File: config.mk
export PLATFORM = sky130hd
export DESIGN_NAME = simple_channel_arbiter
export DESIGN_NICKNAME = d
export VERILOG_FILES = /design/src/rtl/simple_channel_arbiter.sv
export SDC_FILE = /design/constraint.sdc
export NUM_CORES = 1
export LEC_CHECK = 0
export CAP_MARGIN = 20
export CORE_ASPECT_RATIO = 1.5
export CORE_MARGIN = 5
export CORE_UTILIZATION = 25
export DETAILED_ROUTE_END_ITERATION = 16
export GPL_TIMING_DRIVEN = 0
export SLEW_MARGIN = 5
export SYNTH_ARGS = -nofsm -noshare
export SYNTH_HDL_FRONTEND = slang
export SYNTH_SLANG_ARGS = --single-unit
File: constraint.sdc
create_clock -name clk -period 4 [get_ports clk]
set_input_delay 0.8 -clock clk [delete_from_list [all_inputs] [get_ports clk]]
set_output_delay 0.8 -clock clk [all_outputs]
set_load 0.02 [all_outputs]
File: src/rtl/simple_channel_arbiter.sv
// simple_channel_arbiter
//   Round-robin arbiter that lets NREQ requesters share one simple-style
//   register channel, one transaction at a time. Each transaction issues the
//   winner's write word with a one-cycle strobe, waits (bounded) for the
//   responder's word and hands it back to the winner with a done pulse.
//
// Ports
//   clk, rst        clock (rising edge), asynchronous active-high reset
//   req             per-requester request, held until the matching done
//   wdata           per-requester write words, requester i at [i*WIDTH +: WIDTH]
//   gnt             one-hot grant, high from ISSUE through RESP
//   done            one-hot one-cycle completion pulse
//   rdata           response word, valid with done
//   timeout_err     set with done when no response arrived in time
//   simple1         channel write word (holds last captured winner data)
//   simple1_valid   one-cycle issue strobe
//   simple2         channel response word
//   simple2_valid   response strobe
//
// state | meaning
// IDLE  | waiting for any request; picks winner from rr pointer upward
// ISSUE | strobe simple1 for the winner; responses ignored
// WAIT  | waiting for simple2_valid, bounded by TIMEOUT cycles
// RESP  | done pulse to winner; rr pointer advances past winner
module simple_channel_arbiter #(
  parameter int NREQ    = 4,
  parameter int WIDTH   = 32,
  parameter int TIMEOUT = 15
) (
  input  logic                  clk,
  input  logic                  rst,
  input  logic [NREQ-1:0]       req,
  input  logic [NREQ*WIDTH-1:0] wdata,
  output logic [NREQ-1:0]       gnt,
  output logic [NREQ-1:0]       done,
  output logic [WIDTH-1:0]      rdata,
  output logic                  timeout_err,
  output logic [WIDTH-1:0]      simple1,
  output logic                  simple1_valid,
  input  logic [WIDTH-1:0]      simple2,
  input  logic                  simple2_valid
);

  localparam int PW = (NREQ > 1) ? $clog2(NREQ) : 1;
  localparam int CW = $clog2(TIMEOUT + 1);

  localparam logic [1:0] IDLE  = 2'd0;
  localparam logic [1:0] ISSUE = 2'd1;
  localparam logic [1:0] WAIT  = 2'd2;
  localparam logic [1:0] RESP  = 2'd3;

  logic [1:0]       state_q, state_d;
  logic [PW-1:0]    ptr_q, ptr_d;
  logic [PW-1:0]    win_q, win_d;
  logic [CW-1:0]    cnt_q, cnt_d;
  logic [WIDTH-1:0] simple1_q, simple1_d;
  logic [WIDTH-1:0] rdata_q, rdata_d;
  logic             terr_q, terr_d;

  logic             sel_found;
  logic [PW-1:0]    sel_idx;
  logic [WIDTH-1:0] sel_word;
  int               scan_idx;
  logic [PW-1:0]    scan_sel;
  logic [NREQ-1:0]  win_oh;

  // First set request bit scanning upward from the rr pointer, with wrap.
  always_comb begin
    sel_found = 1'b0;
    sel_idx   = '0;
    scan_idx  = 0;
    scan_sel  = '0;
    for (int i = 0; i < NREQ; i++) begin
      scan_idx = int'(ptr_q) + i;
      if (scan_idx >= NREQ) scan_idx = scan_idx - NREQ;
      scan_sel = PW'(scan_idx);
      if (!sel_found && req[scan_sel]) begin
        sel_found = 1'b1;
        sel_idx   = scan_sel;
      end
    end
  end

  always_comb begin
    sel_word = '0;
    for (int i = 0; i < NREQ; i++) begin
      if (sel_idx == PW'(i)) sel_word = wdata[i*WIDTH +: WIDTH];
    end
  end

  always_comb begin
    state_d   = state_q;
    ptr_d     = ptr_q;
    win_d     = win_q;
    cnt_d     = cnt_q;
    simple1_d = simple1_q;
    rdata_d   = rdata_q;
    terr_d    = terr_q;
    case (state_q)
      IDLE: begin
        if (sel_found) begin
          win_d     = sel_idx;
          simple1_d = sel_word;
          state_d   = ISSUE;
        end
      end
      ISSUE: begin
        cnt_d   = '0;
        state_d = WAIT;
      end
      WAIT: begin
        // A response in the final counted cycle still wins over the timeout.
        if (simple2_valid) begin
          rdata_d = simple2;
          terr_d  = 1'b0;
          state_d = RESP;
        end else if (cnt_q == CW'(TIMEOUT - 1)) begin
          rdata_d = '0;
          terr_d  = 1'b1;
          state_d = RESP;
        end else begin
          cnt_d = cnt_q + CW'(1);
        end
      end
      RESP: begin
        ptr_d   = (win_q == PW'(NREQ - 1)) ? '0 : win_q + PW'(1);
        rdata_d = '0;
        terr_d  = 1'b0;
        state_d = IDLE;
      end
      default: state_d = IDLE;
    endcase
  end

  always_ff @(posedge clk or posedge rst) begin
    if (rst) begin
      state_q   <= IDLE;
      ptr_q     <= '0;
      win_q     <= '0;
      cnt_q     <= '0;
      simple1_q <= '0;
      rdata_q   <= '0;
      terr_q    <= 1'b0;
    end else begin
      state_q   <= state_d;
      ptr_q     <= ptr_d;
      win_q     <= win_d;
      cnt_q     <= cnt_d;
      simple1_q <= simple1_d;
      rdata_q   <= rdata_d;
      terr_q    <= terr_d;
    end
  end

  assign win_oh        = NREQ'(1) << win_q;
  assign gnt           = (state_q != IDLE) ? win_oh : '0;
  assign done          = (state_q == RESP) ? win_oh : '0;
  assign simple1_valid = (state_q == ISSUE);
  assign simple1       = simple1_q;
  assign rdata         = rdata_q;
  assign timeout_err   = terr_q;

endmodule

==> results.sh <==
export IMPL_port_buffers=240
export IMPL_rrSetupSlack_ps=1580
export IMPL_final_cell_count_no_fill=914
export IMPL_rows=58
export IMPL_yosysWarnings=0
export IMPL_hp_class="reg2reg"
export IMPL_synth_net_count=624
export IMPL_drc=0
export IMPL_ys_seq_elements=75
export IMPL_cts_hold_buf=0
export IMPL_slew_headroom_pct=63.4
export IMPL_total_power_uw=5130
export IMPL_antenna_found_initial=0
export IMPL_final_common_cell="clkdlybuf4s50_1"
export IMPL_post_dp_cell_area_sq_um=6980
export IMPL_synth_edf_count=0
export IMPL_status="finished, final reports clean"
export IMPL_grt_pass1_vias=4673
export IMPL_die_height_um=170
export IMPL_r2r_worst_path_cells=7
export IMPL_cp_slowest_cell="clkdlybuf4s50_1"
export IMPL_numCtsBuffers=9
export IMPL_crit_required_ps=3200
export IMPL_pin_count=241
export IMPL_hold_start="rdata[0]"
export IMPL_grt_pass1_wl_um=24000
export IMPL_ir_drop_mv=0.333
export IMPL_placed_cells=898
export IMPL_fin_crit_ps=2840
export IMPL_critPathMaxStageDelay_ps=600
export IMPL_start_util_pct=25.5
export IMPL_drv_slew=0
export IMPL_final_cell_mix="clkdlybuf4s50_1 (240), nand2_1 (76), dfrtp_1 (75)"
export IMPL_initialDrtViolationCount=164
export IMPL_reg2reg_from="state_q[1]"
export IMPL_clk_pin_slew_ps=60
export IMPL_crit_family="buffers and inverters"
export IMPL_grt_total_usage_pct=15.4
export IMPL_min_path_cells=2
export IMPL_ant_nets=0
export IMPL_drt_pass1_iter_count=4
export IMPL_ys_types=38
export IMPL_netlist_area_sq_um=4290
export IMPL_gp_congestion=0.830
export IMPL_hold_viol_final=0
export IMPL_stdcell_area_sq_um=7280
export IMPL_ys_seq_area_share_pct=43.7
export IMPL_r2r_end="simple1[26]"
export IMPL_die_width_um=117
export IMPL_setup_worst_path_class="reg2out"
export IMPL_hpwl_um=13000
export IMPL_synthFlopType="dfrtp_1"
export IMPL_ctsRootBufferMaster="clkbuf_16"
export IMPL_async_flop_share_pct=100
export IMPL_crit_buf_inv=2
export IMPL_crit_path_start_kind="flop"
export IMPL_endpoint_kind="primary output"
export IMPL_finalCritPeriodShare_pct=70.9
export IMPL_finalClockSkew_ps=6.08
export IMPL_hold_end="rdata[0]"
export IMPL_area_growth_syn_to_layout_pct=69.5
export IMPL_clk_insertion_delay_late_ps=330
export IMPL_critPathLaunch="state_q[0]"
export IMPL_ctsResizeCount=0
export IMPL_htreeDepth=3
export IMPL_wirelength_um=15800
export IMPL_maxCapViolCount=0
export IMPL_antenna_cells=0
export IMPL_rsz0062_at_grt="false"
export IMPL_vias_per_cell=4.74
export IMPL_fin_nets=876
export IMPL_fp_dieArea_sq_um=19900
export IMPL_clockBufferDepth=2
export IMPL_vias=4333
export IMPL_crit_arrival_ps=2040
export IMPL_p_leak_uw=0.00302
export IMPL_core_sq_um=16800
export IMPL_post_drt_wl_per_cell_um=17.3
export IMPL_grt_max_degree=41
export IMPL_postCtsSetupBuffers=0
export IMPL_cts_tree="built"
export IMPL_setup_violations=0
export IMPL_synthCells=447
export IMPL_drive_above_1_share_pct=8.38
export IMPL_max_freq_ghz=0.353
export IMPL_power_density_nw_per_um2=705
export IMPL_worst_slew_pin_slew_ps=549
export IMPL_overflow=0
export IMPL_path_cells="ha_1 > clkbuf_1 > and2_1 > clkdlybuf4s50_1"
export IMPL_crit_fanout=10
export IMPL_syn_area_per_cell_sq_um=9.60
export IMPL_cts_sinks=75
## cells in the mapped netlist, types with 2 or more instances
master	instances	area share, %
a221oi_1	11	2.2
nor2_1	35	3.1
nand4_1	2	0.29
dfrtp_1	75	44
o21ai_0	37	4.3
inv_1	12	1.0
and2_1	36	5.2
buf_2	10	1.2
buf_6	6	1.6
clkbuf_1	19	1.7
a21o_1	3	0.52
nand2_1	76	6.6
mux2i_1	33	7.7
a211oi_1	32	5.6
ha_1	10	2.9
a221oi_2	21	7.3
nand2b_1	2	0.29
nor2b_1	5	0.73
o21ai_1	3	0.35
## metal layers
layer	vias to the layer above	track usage (%)	share of wire (%)
met5	-	0	0
met4	0	5.79	2.9
met3	24	5.77	10
met2	211	27.4	51
met1	2013	16.4	36
li1	2085	-	-
## through the flow
step | hold WS (ps) | worst slack [ps] | utilization [%] | TNS [ps]
final | 477 | 1160 | 43.2 | 0
after global routing | 518 | 1020 | 43.2 | 0
after CTS | 485 | 1130 | 43.2 | 0
after detailed placement | 471 | 927 | 41.5 | 0
after global placement | 464 | -82.4 | 41.3 | -5820
after floorplan | 491 | 1290 | - | 0
## cells by family (layout without fill, tap and decap cells)
group | after synthesis | after routing | share of synthesized area (%)
buffers and inverters | 48 | 305 | 5.54
muxes | 34 | 34 | 7.96
and+or+nand+nor | 162 | 162 | 17.3
DFF | 75 | 75 | 43.7
adders and majority gates | 10 | 10 | 2.91
AOI/OAI and AO/OA | 118 | 118 | 22.6
## flip-flops by register name, summed over array words and instances (netlist names)
register / flops
cnt_q: 4
simple1: 32
ptr_q: 2
state_q: 2
timeout_err: 1
rdata: 32
win_q: 2
## tightest hold or removal path: stages, from the launching register on
cell	delay, ps
dfrtp_1	340
nand2_1	40
o21ai_0	60
## worst max path at each step
stage            endpoint  slack, ps  cells after the start
6_report          done[1]       1160                      4
3_3_place_gp   simple1[5]        -80                      2
4_1_cts           done[1]       1130                      4
3_5_place_dp   simple1[0]        930                      7
2_1_floorplan    cnt_q[0]       1290                      1
5_1_grt           done[2]       1020                      4
## cell type report
cell class,instances,area [sq um]
clock buffer,10,229
inverter,12,47.5
clock inverter,6,66.3
timing repair buffer,241,2420
buffer,36,193
tap,210,263
fill,1696,9560
sequential,75,1880
multi-input combinational,324,2180
## where the power goes
| group | internal, uW | leakage (uW) | switching (uW) | total, uW |
|---|---|---|---|---|
| clock network | 483 | 0.000135 | 327 | 810 |
| logic | 1300 | 0.00196 | 1680 | 2980 |
| registers | 1130 | 0.000918 | 211 | 1340 |
Power figures use the tool's default switching activity.
